File: src/rtl/instruction_fetch_stage_if.sv
// Bus between the fetch stage, the instruction memory and the decode stage.
// The Fetch_Misalign signal exists only when FETCH_MISALIGN_CHECK_EN is defined.
interface instruction_fetch_stage_if #(
  parameter int PC_WIDTH = 64
);
  logic                Stall;
  logic                Branch_Taken;
  logic [PC_WIDTH-1:0] Branch_Target;
  logic [PC_WIDTH-1:0] Inst_Address;
  logic [31:0]         Instruction;
  logic [PC_WIDTH-1:0] IFID_PC;
  logic [31:0]         IFID_Inst;
  logic                IFID_Valid;
  logic                Halted;
`ifdef FETCH_MISALIGN_CHECK_EN
  logic                Fetch_Misalign;
`endif

  // Fetch-stage side
  modport master (
    input  Stall, Branch_Taken, Branch_Target, Instruction,
    output Inst_Address, IFID_PC, IFID_Inst, IFID_Valid, Halted
`ifdef FETCH_MISALIGN_CHECK_EN
    , output Fetch_Misalign
`endif
  );

  // Environment side: memory, decode and execute
  modport slave (
    output Stall, Branch_Taken, Branch_Target, Instruction,
    input  Inst_Address, IFID_PC, IFID_Inst, IFID_Valid, Halted
`ifdef FETCH_MISALIGN_CHECK_EN
    , input Fetch_Misalign
`endif
  );
endinterface

File: src/rtl/instruction_fetch_stage.sv
// Instruction fetch stage: owns the PC, drives the instruction memory address,
// and captures the returned instruction into the IF/ID pipeline register.
// It honours the decode stall and the execute branch redirect, and parks in
// HALT once the PC runs past the loaded program.
// Optional feature macro: FETCH_MISALIGN_CHECK_EN. When it is defined,
// misaligned branch targets are force-aligned and flagged on Fetch_Misalign.
module instruction_fetch_stage #(
  parameter int                  PC_WIDTH  = 64,
  parameter logic [PC_WIDTH-1:0] RESET_PC  = '0,
  parameter int                  MEM_BYTES = 144
) (
  input  logic                       clk,
  input  logic                       reset,
  instruction_fetch_stage_if.master  bus
);

  typedef enum logic [1:0] {BOOT, RUN, HALT} state_t;

  localparam logic [PC_WIDTH-1:0] MEM_LIMIT = PC_WIDTH'(MEM_BYTES);
  localparam logic [31:0]         NOP_INST  = 32'h0000_0013;

  // Redirect address actually loaded into the PC
  function automatic logic [PC_WIDTH-1:0] redirect_pc(input logic [PC_WIDTH-1:0] target);
`ifdef FETCH_MISALIGN_CHECK_EN
    return {target[PC_WIDTH-1:2], 2'b00};
`else
    return target;
`endif
  endfunction

  state_t              state_p0;
  logic [PC_WIDTH-1:0] pc_p0;
  logic [PC_WIDTH-1:0] ifid_pc_p1;
  logic [31:0]         ifid_inst_p1;
  logic                vld_p1;
  logic [PC_WIDTH-1:0] pc_inc;
  logic [PC_WIDTH-1:0] tgt_pc;
  logic                tgt_out;

  assign pc_inc  = pc_p0 + PC_WIDTH'(4);
  assign tgt_pc  = redirect_pc(bus.Branch_Target);
  assign tgt_out = (bus.Branch_Target >= MEM_LIMIT);

`ifdef FETCH_MISALIGN_CHECK_EN
  logic misalign_p1;
  logic misalign_req;

  assign misalign_req       = |bus.Branch_Target[1:0];
  assign bus.Fetch_Misalign = misalign_p1;
`endif

  // Fetch FSM: PC, IF/ID register and halt tracking
  always_ff @(posedge clk or negedge reset) begin
    if (!reset) begin
      state_p0     <= BOOT;
      pc_p0        <= RESET_PC;
      ifid_pc_p1   <= '0;
      ifid_inst_p1 <= NOP_INST;
      vld_p1       <= 1'b0;
`ifdef FETCH_MISALIGN_CHECK_EN
      misalign_p1  <= 1'b0;
`endif
    end else begin
`ifdef FETCH_MISALIGN_CHECK_EN
      misalign_p1 <= 1'b0;
`endif
      case (state_p0)
        BOOT: begin
          vld_p1   <= 1'b0;
          state_p0 <= RUN;
        end
        RUN: begin
          if (bus.Branch_Taken) begin
            // Redirect squashes the wrong-path fetch and beats Stall
            pc_p0    <= tgt_pc;
            vld_p1   <= 1'b0;
            state_p0 <= tgt_out ? HALT : RUN;
`ifdef FETCH_MISALIGN_CHECK_EN
            misalign_p1 <= misalign_req;
`endif
          end else if (!bus.Stall) begin
            ifid_pc_p1   <= pc_p0;
            ifid_inst_p1 <= bus.Instruction;
            vld_p1       <= 1'b1;
            pc_p0        <= pc_inc;
            if (pc_inc >= MEM_LIMIT) state_p0 <= HALT;
          end
        end
        HALT: begin
          if (bus.Branch_Taken) begin
            // A redirect always reloads the PC; it resumes only when in range
            pc_p0    <= tgt_pc;
            vld_p1   <= 1'b0;
            state_p0 <= tgt_out ? HALT : RUN;
`ifdef FETCH_MISALIGN_CHECK_EN
            misalign_p1 <= misalign_req;
`endif
          end else if (!bus.Stall) begin
            vld_p1 <= 1'b0;
          end
        end
        default: state_p0 <= BOOT;
      endcase
    end
  end

  assign bus.Inst_Address = pc_p0;
  assign bus.IFID_PC      = ifid_pc_p1;
  assign bus.IFID_Inst    = ifid_inst_p1;
  assign bus.IFID_Valid   = vld_p1;
  assign bus.Halted       = (state_p0 == HALT);

endmodule

File: src/flat_wrapper.sv
// flat-port wrapper written by rule: the top's interface ports become plain ports
module instruction_fetch_stage_flat 
#(
  parameter int                  PC_WIDTH  = 64,
  parameter logic [PC_WIDTH-1:0] RESET_PC  = '0,
  parameter int                  MEM_BYTES = 144
)
  (clk, reset, bus_Stall, bus_Branch_Taken, bus_Branch_Target, bus_Instruction, bus_Inst_Address, bus_IFID_PC, bus_IFID_Inst, bus_IFID_Valid, bus_Halted);
  instruction_fetch_stage_if #(.PC_WIDTH(PC_WIDTH)) bus_i ();
  input  logic clk;
  input  logic reset;
  input wire logic [$bits(bus_i.Stall)-1:0] bus_Stall;
  input wire logic [$bits(bus_i.Branch_Taken)-1:0] bus_Branch_Taken;
  input wire logic [$bits(bus_i.Branch_Target)-1:0] bus_Branch_Target;
  input wire logic [$bits(bus_i.Instruction)-1:0] bus_Instruction;
  output wire logic [$bits(bus_i.Inst_Address)-1:0] bus_Inst_Address;
  output wire logic [$bits(bus_i.IFID_PC)-1:0] bus_IFID_PC;
  output wire logic [$bits(bus_i.IFID_Inst)-1:0] bus_IFID_Inst;
  output wire logic [$bits(bus_i.IFID_Valid)-1:0] bus_IFID_Valid;
  output wire logic [$bits(bus_i.Halted)-1:0] bus_Halted;
  assign bus_i.Stall = bus_Stall;
  assign bus_i.Branch_Taken = bus_Branch_Taken;
  assign bus_i.Branch_Target = bus_Branch_Target;
  assign bus_i.Instruction = bus_Instruction;
  assign bus_Inst_Address = bus_i.Inst_Address;
  assign bus_IFID_PC = bus_i.IFID_PC;
  assign bus_IFID_Inst = bus_i.IFID_Inst;
  assign bus_IFID_Valid = bus_i.IFID_Valid;
  assign bus_Halted = bus_i.Halted;
  instruction_fetch_stage #(.PC_WIDTH(PC_WIDTH), .RESET_PC(RESET_PC), .MEM_BYTES(MEM_BYTES)) u_core (.clk(clk), .reset(reset), .bus(bus_i));
endmodule
File: config.mk
export PLATFORM = sky130hd
export DESIGN_NAME = instruction_fetch_stage_flat
export DESIGN_NICKNAME = d
export VERILOG_FILES = /design/src/rtl/instruction_fetch_stage_if.sv /design/src/rtl/instruction_fetch_stage.sv /design/src/flat_wrapper.sv
export SDC_FILE = /design/constraint.sdc
export NUM_CORES = 1
export LEC_CHECK = 0
export ABC_AREA = 1
export BUFFER_PORTS_ARGS = -buffer_cell sky130_fd_sc_hd__buf_2
export CAP_MARGIN = 30
export CORE_MARGIN = 2
export CORE_UTILIZATION = 30
export CTS_CLUSTER_DIAMETER = 50
export CTS_CLUSTER_SIZE = 10
export DETAILED_ROUTE_END_ITERATION = 12
export RECOVER_POWER = 100
export SYNTH_ARGS = -nofsm -noshare
export SYNTH_HDL_FRONTEND = slang
export SYNTH_SLANG_ARGS = --single-unit
export TNS_END_PERCENT = 5
File: constraint.sdc
create_clock -name clk -period 2.36 [get_ports clk]
set_clock_uncertainty 0.1 [all_clocks]
set_input_delay 0.118 -clock clk [delete_from_list [all_inputs] [get_ports clk]]
set_output_delay 0.118 -clock clk [all_outputs]
set_load 0.01 [all_outputs]
## Word level (Yosys, flattened, before mapping)

Index checks and enable logic that the tools add are counted.

| word-level totals | value |
|---|---|
| register bits after elaboration | 163 |

| operators by class | value |
|---|---|
| muxes and demuxes | 15 |
| eq/ne operators | 6 |
| bitwise logic cells | 2 |
| $add $sub $neg | 1 |
| order comparisons | 2 |
| reductions and logical operators | 7 |

Operator list:

| operator | number |
|---|---|
| 2-to-1 mux 64 bit | 3 |
| greater-or-equal comparator 64 x 8 -> 1 bit (second input constant) | 2 |
| one-hot mux 64 bit (2 select lines) | 1 |
| adder 64 x 3 -> 64 bit (second input constant) | 1 |
| AND reduction 3 bit | 4 |
| 2-to-1 mux 2 bit | 5 |
| != test 3 bit (second input constant) | 2 |
| one-hot mux 2 bit (3 select lines) | 1 |
| 2-to-1 mux 1 bit | 4 |
| != test 3 x 2 -> 1 bit (second input constant) | 1 |
| one-hot mux 1 bit (3 select lines) | 1 |
| nonzero test 3 bit | 1 |
| equality test 2 x 1 -> 1 bit (second input constant) | 1 |
| equality test 2 bit (second input constant) | 1 |
| zero test 2 bit | 1 |
| != test 2 bit (second input constant) | 1 |
| inverter 1 bit | 2 |
| nonzero test 2 bit | 1 |

## Logic depth before layout (Yosys ltp)

Gate-level depths: netlist of the first run.

| depth | value |
|---|---|
| depth in word-level cells | 6 |
| mapped depth | 19 |
| gate-level depth less buffers | 19 |

## Worst setup path after synthesis of the first run

No wires, ideal clock.

| timing | value |
|---|---|
| path type | register to register |
| start point | reg u_core.pc_p0[3] (netlist: u_core.bus.Inst_Address[3]) |
| end point | reg u_core.state_p0[0] |
| setup slack | 0.153 ns |
| required time | 2.143 ns |
| cell stages (with the launch flop) | 17 |
| path buffers | 0 |
| arrival | 1.990 ns |
| period minus slack after synthesis | 2.207 ns |
| cell sequence | dfrtp_1 -> ha_1 -> nand2_1 -> nor2_4 -> nand2_4 -> nor2_8 -> nand2_2 -> nor2_2 -> nand3_2 -> nand2_1 -> nand2_1 -> nor2_1 -> nand3_1 -> nor2_2 -> nand2_2 -> nand3_1 -> nand2_1 |

| on the way | value |
|---|---|
| cells in the longest elaborated chain, start to end | 4 |

Ends and longest elaborated chain:

| what | RTL line | RTL |
|---|---|---|
| start: declaration | instruction_fetch_stage.sv:32 | `logic [PC_WIDTH-1:0] pc_p0;` |
| start signal: assignment | instruction_fetch_stage.sv:75 | `pc_p0 <= tgt_pc;` |
| start signal: assignment | instruction_fetch_stage.sv:85 | `pc_p0 <= pc_inc;` |
| start signal: assignment | instruction_fetch_stage.sv:92 | `pc_p0 <= tgt_pc;` |
| adder 64 x 3 -> 64 bit | instruction_fetch_stage.sv:40 | `assign pc_inc = pc_p0 + PC_WIDTH'(4);` |
| greater-or-equal comparator 64 x 8 -> 1 bit | instruction_fetch_stage.sv:86 | `if (pc_inc >= MEM_LIMIT) state_p0 <= HALT;` |
| != test 3 x 2 -> 1 bit (no line) | - |  |
| AND reduction 3 bit (no line) | - |  |
| end signal: assignment | instruction_fetch_stage.sv:77 | `state_p0 <= tgt_out ? HALT : RUN;` |
| end signal: assignment | instruction_fetch_stage.sv:94 | `state_p0 <= tgt_out ? HALT : RUN;` |
| end: declaration | instruction_fetch_stage.sv:31 | `state_t state_p0;` |

Every way passes these cells.
A chain may end at the register's enable or synchronous reset.

## Final worst setup path of the first run

| timing | value |
|---|---|
| start point | reg u_core.pc_p0[18] (netlist: u_core.bus.Inst_Address[18]) |
| end point | reg u_core.state_p0[0] |

Same word-level chain as after synthesis.

==> impl_summary.md, run 1 <==
Run status
The run finished, with violations left. The checks that failed: setup timing.

Logic synthesis
Yosys attributes the largest share of cell area to sky130_fd_sc_hd__dfrtp_1 (44%), sky130_fd_sc_hd__nand2_1 (13%), sky130_fd_sc_hd__o21ai_0 (7.5%). The number of enable flip-flop cells after synthesis is 0. sky130_fd_sc_hd__dfrtp_1 takes more of the synthesized area than any other cell. Sorting the synthesized cells by how often they occur yields sky130_fd_sc_hd__nand2_1 (310), sky130_fd_sc_hd__nor2_1 (167), sky130_fd_sc_hd__dfrtp_1 (160). The area share of the leading cell type in the synthesized netlist is 43.72%. The synthesized netlist contains 35 unique library cells. The share of the Yosys chip area taken by registers is 44.58%. The post-synth design cell area is 9158 um2. During synthesis, Yosys emitted a total of 0 warnings. The number of nets handed over by synthesis was 1312. Among all flip-flop cells after synthesis, the most frequent one is sky130_fd_sc_hd__dfrtp_1. The average instance in the mapped netlist occupies 7.587 um2. The share of synthesized flip-flops with an asynchronous set or reset is 100.0%. The cell count after synthesis came out at 1207.

Yosys instantiated no cell more often than sky130_fd_sc_hd__nand2_1. The synthesized flop and latch total is 163.

STA
In this run the tightest slew margin relative to its limit is 36.13%. The routed design could run at a clock period as short as 2476 ps. The highest attainable clock frequency is 403.9 MHz.

The number of failing hold endpoints at the final stage was 0. The portion of the clock cycle consumed by the worst path in the final layout is 104.9%. Across all setup checks in the final design, the least slack found is -115.6 ps. Setup violations remaining at the end of the flow were counted as 3. The final-report max-slew violation count came to 0. Hold is met by 23.75 ps. Setup repair after global routing could not meet its margin everywhere. The transition time at the pin with the least slew margin is 958.0 ps.

Global route
Entering global routing, the biggest net connects 76 pins. For this run, the total global-route usage over all layers was measured as 23.70%. The total overflow left after global routing is 0. The first global-routing pass estimated 56780 um of wire.

The number of antenna violations at the first check in global routing is 0. The via count of the first global-routing pass came to 10150.

Routing
The post-detailed-route wirelength per cell is 17.59 um. The detail-routed via count per cell is 4.809. The number of iterations in the first detailed-routing pass is 5. The routed layout has 10300 vias. In this run the remaining antenna-violating nets after routing total 0. The aggregate routed wire length is 37660 um. In the routed design, unresolved DRC markers number 0. In this run, the number of DRC markers left after iteration 0 of detailed routing was 864.

CTS
The clock drives 163 sinks. The clock root buffer is sky130_fd_sc_hd__clkbuf_16. CTS built an H-tree with a depth of 4. The CTS tree is done. The maximum buffer depth of the clock tree is 2.

After clock tree synthesis, the clock-pin slew on the worst setup and hold paths is 70 ps. The TritonCTS buffer count is 17. For the worst-skew pair, the clock arrives at the later sink with an insertion delay of 440 ps.

Layout
The finished cells cover 14030 um2. For this run, the post-layout net count is 1844. The sequential cells in the finished layout cover a total of 4093 um2.

The number of antenna diodes in the final layout is 0. The multi-input combinational cells in the finished layout cover a total of 4787 um2. The layout-stage area growth over the synthesis result is 53.26%.

The share of final-layout standard cells stronger than drive strength 1 is 29.13%. The filler cells instantiated in the layout total 3017.

Placed design
The placed instances occupy a cell area of 12230 um2. At the end of routability-driven placement, the weighted congestion stood at 1.003. Detailed placement ended at an HPWL of 29150 um.

The count of buffers added on input and output ports is 261. The worst slack after detailed placement is -308.8 ps.

Floorplanning
Row generation in the floorplan step produced 63 rows. The area enclosed by the die boundary is 31940 um2. The number of top-level pins is 262. The initial cell density of the core is 30.65%.

The die is 178.7 um wide. The vertical extent of the die is 178.7 um. The region available for standard cell placement spans 29870 um2.

Setup path
The sort of element at the end of the critical path is a register. The worst setup path is of the reg -> reg kind. STA classifies the critical path startpoint as a register. The maximum fanout count along the critical path is 5. The setup slack on the worst flop-to-flop path is -120 ps.

At the worst endpoint, the arrival time is 2710 ps. The required time of the worst setup path is 2600 ps.

Hold path
The tightest min-delay check is of the in -> reg type.

Job
The number of max-cap violations is 0.

Power and ir drop
For this design the static power due to leakage is 6.488 nW. The worst voltage drop across the vdd grid is 0.8637 mV. The power density normalized to cell area is 1246 nW/um2.
[where the power goes]
| part | internal [mW] | leakage, nW | switching (mW) |
|---|---|---|---|
| Combinational | 3.75 | 4.21 | 5.57 |
| Clock | 1.65 | 0.287 | 1.21 |
| Sequential | 4.21 | 1.99 | 1.09 |
[cell usage in the layout, fill, tap and decap left out, types with 14 or more instances in the layout]
cell	count
sky130_fd_sc_hd__buf_2	142
sky130_fd_sc_hd__nand2_1	299
sky130_fd_sc_hd__nor2_1	136
sky130_fd_sc_hd__buf_4	168
sky130_fd_sc_hd__dfrtp_1	152
sky130_fd_sc_hd__o22ai_1	43
sky130_fd_sc_hd__xor2_1	14
sky130_fd_sc_hd__nand4_1	20
sky130_fd_sc_hd__dlygate4sd3_1	99
sky130_fd_sc_hd__nand2_2	19
sky130_fd_sc_hd__clkbuf_1	131
sky130_fd_sc_hd__nor2_2	35
sky130_fd_sc_hd__nor2_4	20
sky130_fd_sc_hd__o21ai_0	136
sky130_fd_sc_hd__nand3_1	50
sky130_fd_sc_hd__o211ai_1	15
sky130_fd_sc_hd__mux2_2	33
sky130_fd_sc_hd__clkbuf_16	17
sky130_fd_sc_hd__inv_1	98
sky130_fd_sc_hd__a21oi_1	20
[area by class of cell]
| cell class | instances | share of cell area, % |
|---|---|---|
| repair buffers | 557 | 26.22 |
| multi-input cells | 896 | 34.11 |
| clock inverters | 10 | 0.8826 |
| well taps | 390 | 3.477 |
| flip-flops and latches | 163 | 29.16 |
| inverters | 104 | 2.799 |
| clock buffers | 21 | 3.352 |
[registers in the layout, summed over array words and instances (netlist names)]
signal                   flops
u_core.bus.Inst_Address     64
u_core.bus.IFID_Inst        32
u_core.bus.IFID_PC          64
u_core.state_p0              2
u_core.bus.IFID_Valid        1
[cell families (layout without fill, tap and decap cells)]
family / after synthesis / after routing / synth area share (%)
flip-flops: 163 / 163 / 44.58
adder cells (fa/ha/maj): 5 / 5 / 0.6832
XOR/XNOR: 20 / 20 / 1.913
multiplexers: 34 / 34 / 4.167
AO/OA/AOI/OAI: 219 / 219 / 12.99
buffers and inverters: 148 / 692 / 6.107
AND/OR/NAND/NOR: 618 / 618 / 29.55
[metal layers]
| layer | track usage, % | wire length (um) |
|---|---|---|
| met5 | 0 | 0 |
| met4 | 8.232 | 776 |
| met3 | 4.092 | 2219 |
| met2 | 38.35 | 17860 |
| met1 | 31.97 | 16800 |
[path summary, 6_finish.rpt]
| kind | startpoint | end | cells after the start |
|---|---|---|---|
| max | u_core.bus.Inst_Address[18]$_DFFE_PN0P_ | u_core.state_p0[0]$_DFFE_PN0P_ | 14 |
| min | bus_Branch_Target[34] | u_core.bus.Inst_Address[34]$_DFFE_PN0P_ | 5 |
| max reg2reg | u_core.bus.Inst_Address[18]$_DFFE_PN0P_ | u_core.state_p0[0]$_DFFE_PN0P_ | 14 |
| min reg2reg | u_core.bus.IFID_PC[24]$_DFFE_PN0P_ | u_core.bus.IFID_PC[24]$_DFFE_PN0P_ | 2 |
| max in group asynchronous | reset | u_core.bus.IFID_PC[63]$_DFFE_PN0P_ | 4 |
| min in group asynchronous | reset | u_core.bus.Inst_Address[25]$_DFFE_PN0P_ | 3 |
[worst max-delay path, stage by stage, from the launching register on]
cell                       delay [ps]
sky130_fd_sc_hd__dfrtp_1          420
sky130_fd_sc_hd__nand2_1          130
sky130_fd_sc_hd__nor2_2           130
sky130_fd_sc_hd__buf_6            140
sky130_fd_sc_hd__nand2_1           90
sky130_fd_sc_hd__nor2_1           120
sky130_fd_sc_hd__buf_4            150
sky130_fd_sc_hd__nand3_2          120
sky130_fd_sc_hd__nand3b_1         250
sky130_fd_sc_hd__xor2_2           270
sky130_fd_sc_hd__nand3_2          110
sky130_fd_sc_hd__nor2_2           120
sky130_fd_sc_hd__nand2_2           80
sky130_fd_sc_hd__nand3_1           70
sky130_fd_sc_hd__nand2_1           60
[stage by stage]
step	std cells	util [%]	power [mW]	setup TNS, ps
2_1_floorplan	1207	-	9.840	0
3_3_place_gp	1992	40.93	14.33	-745.0
3_5_place_dp	1992	40.93	14.42	-731.8
4_1_cts	2134	46.95	17.67	-233.6
5_1_grt	2141	46.98	18.80	-501.8
6_report	2141	46.98	17.48	-257.6
[timing repair]
item                       in CTS  in global routing
hold buffers                   99                  0
resized for setup              33                 50
pin swaps                      10                 18
setup buffers                  12                  7
setup endpoints to repair       3                  5
hold endpoints to repair      254                  0
(Power assumes the default switching activity.)
==> inputs of run 2 (changes only) <==
--- a/config.mk
+++ b/config.mk
@@ -10,9 +10,11 @@
 export CAP_MARGIN = 30
 export CORE_MARGIN = 2
 export CORE_UTILIZATION = 30
+export CTS_BUF_LIST = sky130_fd_sc_hd__clkbuf_16
 export CTS_CLUSTER_DIAMETER = 50
 export CTS_CLUSTER_SIZE = 10
 export DETAILED_ROUTE_END_ITERATION = 12
+export GPL_ROUTABILITY_DRIVEN = 0
 export RECOVER_POWER = 100
 export SYNTH_ARGS = -nofsm -noshare
 export SYNTH_HDL_FRONTEND = slang
==> run 2 against run 1 <==
  * Highest routed layer unchanged
  * Utilization down 0.86 points
  * The run ends with capacitance limit, slew limit, setup timing left
  * Final cell count down 1.6%
  * First-iteration DRC count up 15%
==> impl_summary.md, run 2 (synthesis results as in run 1) <==
Floorplanning
The area enclosed by the die boundary came to 31940 um2 (unchanged). The placeable core area is 29870 um2 (unchanged). The number of top-level pins is 262 (unchanged).

The vertical extent of the die was 178.7 um (unchanged). The die width is 178.7 um (unchanged). The initial cell density of the core is 30.65% (unchanged). The total number of placement rows is 63 (unchanged).

Setup path
The worst setup path is launched from a register. The cell with the biggest individual delay on the critical path is sky130_fd_sc_hd__dfrtp_1. The critical path goes through ha_4 -> nand2_4 -> nor2_4 -> nand2_4 -> buf_6 -> nor2_4 -> buf_4 -> buf_4 -> nand4_1 -> nand2_1 -> inv_1 -> nand2_1 -> nor2_1 -> nand4_1 -> nor2_2 -> nand2_2 -> nand2_2 -> nand2_2 -> nand2_1. The arrival time at the worst endpoint is 2700 ps (about the same). The worst setup path is of the reg -> reg kind. The required time of the worst setup path was 2600 ps (about the same). The critical path's largest stage delay came to 420 ps (about the same).

The maximum fanout count along the critical path is 5 (unchanged). The sort of element at the end of the critical path is a register.

CTS
The maximum buffer depth of the clock tree came to 2 (unchanged). The TritonCTS buffer count is 17 (unchanged). TritonCTS built the clock tree.

The register clock-pin slew on the reported worst setup and hold paths is 70 ps (about the same). The number of sinks handled by clock tree synthesis is 163 (unchanged). The latest clock arrival within the worst-skew pair is 440 ps (about the same). The number of H-tree levels is 4 (unchanged). The clock root buffer is sky130_fd_sc_hd__clkbuf_16.

Placed design
The count of buffers from port buffering is 261 (unchanged). The worst slack after detailed placement is -235.6 ps (+73.23 ps). The total half-perimeter wirelength after legalization and detailed placement is 28060 um (-3.7%).

The post-detailed-placement cell area is 12020 um2 (-1.7%). The cell count after placement is 1962 (-1.5%).

Power and ir drop
The power density normalized to cell area is 1252 nW/um2 (+0.53%). The overall power consumption came to 17.26 mW (-1.3%). The worst voltage drop across the vdd grid is 0.5877 mV (-32%).

The static leakage was 6.262 nW (-3.5%).

STA
The transition time at the pin with the least slew margin is 1505 ps (+546.9 ps). The portion of the clock cycle consumed by the worst path in the final layout was 104.3% (-0.60 points). The final period demand of the worst path was 2462 ps (-14.05 ps).

The worst slack on hold paths was 10.50 ps (-13.25 ps). The slack of the critical path is -101.5 ps (+14.05 ps). The setup TNS after final layout was -201.0 ps (+56.63 ps). The final-report max-slew violation count came to 57 (+57). The highest attainable clock frequency came to 406.3 MHz (+0.57%).

The number of setup violations in the final report was 2 (-1). Setup repair after global routing could not meet its margin everywhere. The number of failing hold endpoints at the final stage is 0 (unchanged). The relative max-transition margin is -0.3264% (-36 points).

Routing
The aggregate routed wire length is 36260 um (-3.7%). The detailed router's first-iteration violation count was 996 (+15%). The number of nets with antenna violations after detailed routing was 0 (unchanged). The final routed DRC violation total is 0 (unchanged). The number of vias in the routed layout is 10460 (+1.6%). The detail-routed via count per cell is 4.966 (+3.3%). The post-detailed-route wirelength per cell is 17.21 um (-2.2%).

The number of iterations in the first detailed-routing pass was 5 (unchanged).

Hold path
The path type of the worst min-delay path is in -> reg.

Layout
The share of final-layout standard cells stronger than drive strength 1 was 27.45% (-1.7 points). The final standard cell area without fillers is 13780 um2 (-1.8%). The library cells used most frequently in the layout, excluding fill and tap cells, are sky130_fd_sc_hd__nand2_1 (287), sky130_fd_sc_hd__dfrtp_1 (154), sky130_fd_sc_hd__nor2_1 (142). The area growth from synthesis to layout is 50.46%. The final instance count without filler cells came to 2107 (-1.6%). The commonest non-fill, non-tap cell in the layout is sky130_fd_sc_hd__nand2_1. The number of nets at the end of the flow is 1808 (-2.0%). The number of filler cells placed in the layout is 3071 (+1.8%). The final core utilization is 46.12% (-0.86 points).

Global route
The maximum number of pins on one net before global-route repair is 70 (-7.9%). The via count of the first global-routing pass is 10030 (-1.2%). The overall routing resource usage was 22.51% (-1.2 points). The global route total overflow is 0 (unchanged).

The first-pass GRT wire length is 54900 um (-3.3%). The number of antenna violations at the first check in global routing is 0 (unchanged).

Run status
The checks that failed: capacitance limit, slew limit, setup timing. The flow ran to the end, but the final reports show violations.

Job
The number of max-cap violations is 1 (+1).
## run 2: changes by cell type in the layout (fill, tap and decap cells not counted), sizes merged, moves of 2 or more
cell,previous run,this run
buf,321,270
clkbuf,158,170
dlygate4sd3,99,97
inv,107,111
## run 2: power by group
part / internal, mW / leakage [nW] / switching [mW]
Sequential: 4.21 / 2.00 / 1.14
Combinational: 3.54 / 3.97 / 5.42
Clock: 1.68 / 0.293 / 1.27
Total: 9.43 / 6.26 / 7.83
## run 2: metal layers
metal	track usage (%)	vias to the layer above	part of all wire (%)
li1	-	4985	-
met1	29.87	5011	43
met2	36.90	417	47
met3	4.326	50	7.2
met4	7.351	0	2.2
met5	0	-	0
## run 2: critical path: cells and delay by family (launching register included)
family	cells	cell delay (ps)
adders and majority gates	1	190
and+or+nand+nor	14	1230
buffers and inverters	4	440
DFF	1	420
## run 2: area by class of cell
cell class                 count  area [um2]  area share (%)
antenna                        1       2.502         0.01816
sequential                   163        4090           29.69
multi-input combinational    897        4827           35.03
tap                          390       488.0           3.542
inverter                     104       390.4           2.833
clock buffer                  17       425.4           3.088
clock inverter                15       178.9           1.299
timing repair buffer         520        3376           24.50
## run 2: final timing paths
path,start,end,slack (ps),cells after the start
max,u_core.bus.Inst_Address[2]$_DFFE_PN0P_,u_core.state_p0[1]$_DFFE_PN0P_,-100,19
min,bus_Branch_Target[34],u_core.bus.Inst_Address[34]$_DFFE_PN0P_,10,5
max reg2reg,u_core.bus.Inst_Address[2]$_DFFE_PN0P_,u_core.state_p0[1]$_DFFE_PN0P_,-100,19
min reg2reg,u_core.bus.IFID_PC[16]$_DFFE_PN0P_,u_core.bus.IFID_PC[16]$_DFFE_PN0P_,390,2
max in group asynchronous,reset,u_core.bus.Inst_Address[60]$_DFFE_PN0P_,410,3
min in group asynchronous,reset,u_core.bus.IFID_PC[32]$_DFFE_PN0P_,470,2
## run 2: timing repair
action,in CTS,in global routing
hold endpoints to repair,149,0
endpoints found under the setup margin,3,61
gates resized for setup,39,51
gates cloned,0,1
hold buffers,97,0
buffers inserted,5,9
pin swaps,13,25
==> inputs of run 3 (changes only) <==
--- a/config.mk
+++ b/config.mk
@@ -8,7 +8,6 @@
 export ABC_AREA = 1
 export BUFFER_PORTS_ARGS = -buffer_cell sky130_fd_sc_hd__buf_2
 export CAP_MARGIN = 30
-export CORE_MARGIN = 2
 export CORE_UTILIZATION = 30
 export CTS_BUF_LIST = sky130_fd_sc_hd__clkbuf_16
 export CTS_CLUSTER_DIAMETER = 50
==> run 3 against run 2 <==
  * The run still ends with capacitance limit, slew limit, setup timing left
  * Non-clock buffer count is 15 higher
  * Via count did not move
  * Maximum frequency rose by 0.42%
  * Wire length is 0.45% higher
  * Sequential share of layout area decreased by 0.33 points
  * First-iteration DRC count is 12% lower
  * Final cell count grew 0.66%
  * Combinational power grew 1%
  * Critical endpoint is now u_core.state_p0[0]$_DFFE_PN0P_
  * Largest cell class unchanged
==> impl_summary.md, run 3 (synthesis results as in run 1) <==
Routing
The number of iterations in the first detailed-routing pass was 5 (unchanged). The post-detailed-route wirelength per cell is 17.17 um (-0.21%). The detail-routed via count per cell came to 4.933 (-0.66%).

The detailed router's first-iteration violation count is 880 (-12%). The number of vias in the routed layout was 10460 (unchanged). The number of nets with antenna violations after detailed routing is 0 (unchanged). The aggregate routed wire length was 36420 um (+0.45%). The final routed DRC violation total is 0 (unchanged).

CTS
The number of H-tree levels is 4 (unchanged). The CTS tree is done. The maximum buffer depth of the clock tree is 2 (unchanged).

The TritonCTS buffer count is 17 (unchanged). The clock root buffer is sky130_fd_sc_hd__clkbuf_16. The register clock-pin slew on the reported worst setup and hold paths is 70 ps (about the same). The latest clock arrival within the worst-skew pair is 450 ps (about the same). The number of sinks handled by clock tree synthesis is 163 (unchanged).

STA
The transition time at the pin with the least slew margin is 1664 ps (+158.8 ps). The final period demand of the worst path was 2451 ps (-10.20 ps). The slack of the critical path came to -91.32 ps (+10.20 ps). The final-report max-slew violation count is 63 (+11%). Setup repair after global routing could not meet its margin everywhere. The relative max-transition margin was -10.91% (-11 points). The highest attainable clock frequency is 407.9 MHz (+0.42%).

The number of failing hold endpoints at the final stage is 0 (unchanged). The number of setup violations in the final report came to 3 (+1). The portion of the clock cycle consumed by the worst path in the final layout is 103.9% (-0.43 points).

Setup path
The critical path class is reg -> reg. Among all stages on the critical path, the largest delay is contributed by sky130_fd_sc_hd__dfrtp_1. The endpoint identified for the worst register-to-register timing path is u_core.state_p0[0]$_DFFE_PN0P_. The startpoint type of the worst setup path is a register. The total buffers and inverters traversed by the critical path is 1 (-3). The startpoint identified for the worst register-to-register timing path is u_core.bus.Inst_Address[17]$_DFFE_PN0P_. The setup slack on the worst flop-to-flop path came to -90 ps (about the same). Walking the worst path, the cells encountered are nand2_2 -> nor2_4 -> nand2_1 -> nor3_4 -> buf_4 -> xor2_2 -> nand3_1 -> nor2_2 -> nand3_2 -> nor2_2 -> nand2_2 -> nand3_1 -> nand2_1. The sort of element at the end of the critical path is a register. The critical path's largest stage delay is 430 ps (about the same).

The maximum fanout count along the critical path is 5 (unchanged). The required time of the worst setup path is 2600 ps (about the same). On the critical path the largest part of the delay comes from simple AND/OR/NAND/NOR gates. The worst reg2reg path depth is 13 (-6). The arrival time at the worst endpoint is 2690 ps (about the same).

Layout
Compared with the post-synthesis result, the final layout area differs by 51.97%. The number of filler cells placed in the layout is 3038 (-1.1%). The commonest non-fill, non-tap cell in the layout is sky130_fd_sc_hd__nand2_1.

The number of antenna diodes is 0 (-1). The final standard cell area without fillers is 13920 um2 (+1.0%). The number of nets at the end of the flow is 1823 (+0.83%). The share of final-layout standard cells stronger than drive strength 1 came to 27.15% (-0.30 points). Leaving out fill and tap cells, the most frequent cells in the layout are sky130_fd_sc_hd__nand2_1 (299), sky130_fd_sc_hd__dfrtp_1 (158), sky130_fd_sc_hd__clkbuf_1 (143).

Power and ir drop
The power density normalized to cell area was 1250 nW/um2 (-0.22%). The static leakage is 6.360 nW (+1.6%). The worst voltage drop across the vdd grid came to 0.5483 mV (-6.7%).

Run status
The final reports fail on capacitance limit, slew limit, setup timing. The flow ran to the end, but the final reports show violations.

Floorplanning
The placeable core area is 29800 um2 (-0.26%). The total number of placement rows came to 63 (unchanged). The initial cell density of the core came to 30.73% (+0.081 points). The number of top-level pins is 262 (unchanged). The die width is 176.7 um (-1.1%).

The vertical extent of the die is 176.7 um (-1.1%). The area enclosed by the die boundary came to 31230 um2 (-2.2%).

Global route
The overall routing resource usage was 23.21% (+0.70 points). The number of antenna violations at the first check in global routing is 0 (unchanged). The via count of the first global-routing pass is 10170 (+1.4%). The maximum number of pins on one net before global-route repair is 67 (-4.3%). The first-pass GRT wire length came to 55240 um (+0.62%). The global route total overflow is 0 (unchanged).

Hold path
For hold timing, the worst endpoint is u_core.bus.IFID_Valid$_DFFE_PN0P_. The hold-critical path depth is 5 (unchanged). The hold path startpoint is bus_Branch_Taken. The worst hold path belongs to the class in -> reg.

Job
The number of max-cap violations came to 1 (unchanged).

Placed design
The total half-perimeter wirelength after legalization and detailed placement is 27660 um (-1.4%). The worst slack after detailed placement is -319.9 ps (-84.25 ps). The count of buffers from port buffering is 261 (unchanged).

The post-detailed-placement cell area is 12060 um2 (+0.33%).
run 3: cell types whose count changed in the layout (fill, tap and decap cells not counted), sizes merged:
cell / before / now
inv: 111 / 109
diode: 1 / 0
clkbuf: 170 / 167
bufinv: 3 / 4
clkinv: 2 / 5
buf: 270 / 285
dlygate4sd3: 97 / 100
clkinvlp: 3 / 1
run 3: power breakdown:
part | internal, mW | leakage, nW | total, mW | switching [mW]
clock network | 1.76 | 0.311 | 2.99 | 1.23
logic | 3.57 | 4.05 | 9.09 | 5.52
registers | 4.20 | 2.00 | 5.31 | 1.10
run 3: area by class of cell:
| type | count | area [um2] | area share, % |
|---|---|---|---|
| Clock buffer | 17 | 425.4 | 3.057 |
| Clock inverter | 15 | 188.9 | 1.358 |
| Inverter | 104 | 390.4 | 2.805 |
| Multi-Input combinational cell | 897 | 4826 | 34.68 |
| Sequential cell | 163 | 4085 | 29.35 |
| Tap cell | 390 | 488.0 | 3.506 |
| Timing Repair Buffer | 535 | 3513 | 25.24 |
run 3: worst max path at each step:
stage                                                  from                             end  depth (start not counted)
floorplan            u_core.bus.Inst_Address[3]$_DFFE_PN0P_  u_core.state_p0[0]$_DFFE_PN0P_                         16
global placement    u_core.bus.Inst_Address[16]$_DFFE_PN0P_  u_core.state_p0[0]$_DFFE_PN0P_                         13
detailed placement  u_core.bus.Inst_Address[16]$_DFFE_PN0P_  u_core.state_p0[1]$_DFFE_PN0P_                         13
CTS                  u_core.bus.Inst_Address[3]$_DFFE_PN0P_  u_core.state_p0[0]$_DFFE_PN0P_                         17
global route        u_core.bus.Inst_Address[21]$_DFFE_PN0P_  u_core.state_p0[1]$_DFFE_PN0P_                         19
finish              u_core.bus.Inst_Address[17]$_DFFE_PN0P_  u_core.state_p0[0]$_DFFE_PN0P_                         13
run 3: worst reg2reg max path, stage by stage, from the launching register on:
cell,delay [ps]
sky130_fd_sc_hd__dfrtp_1,430
sky130_fd_sc_hd__nand2_2,130
sky130_fd_sc_hd__nor2_4,180
sky130_fd_sc_hd__nand2_1,170
sky130_fd_sc_hd__nor3_4,270
sky130_fd_sc_hd__buf_4,180
sky130_fd_sc_hd__xor2_2,210
sky130_fd_sc_hd__nand3_1,130
sky130_fd_sc_hd__nor2_2,150
sky130_fd_sc_hd__nand3_2,90
sky130_fd_sc_hd__nor2_2,100
sky130_fd_sc_hd__nand2_2,80
sky130_fd_sc_hd__nand3_1,70
sky130_fd_sc_hd__nand2_1,50
run 3: stage by stage:
step / hold WS [ps] / total power, mW / instances / TNS [ps] / utilization (%)
after detailed placement: 66.33 / 14.19 / 1964 / -857.9 / 40.46
final: 168.8 / 17.39 / 2121 / -205.2 / 46.71
after global placement: 70.15 / 14.08 / 1964 / -733.8 / 40.46
after CTS: 0.3992 / 17.55 / 2110 / -213.3 / 46.61
after floorplan: -277.6 / 9.840 / 1207 / 0 / -
after global routing: 155.3 / 18.66 / 2121 / -1190 / 46.71
run 3: layer usage:
metal,routed length (um),vias up,global-route usage [%]
li1,-,4988,-
met1,15980,4982,31.09
met2,16740,431,36.36
met4,1139,0,9.770
met5,0,-,0
met3,2566,62,4.618
run 3: repair_timing:
action / 4_1_cts / 5_1_grt
setup buffers: 15 / 9
pin swaps: 12 / 16
endpoints found under the hold margin: 155 / 1
resized for setup: 29 / 52
setup endpoints to repair: 3 / 23
cloned: 0 / 1
hold buffers: 99 / 1
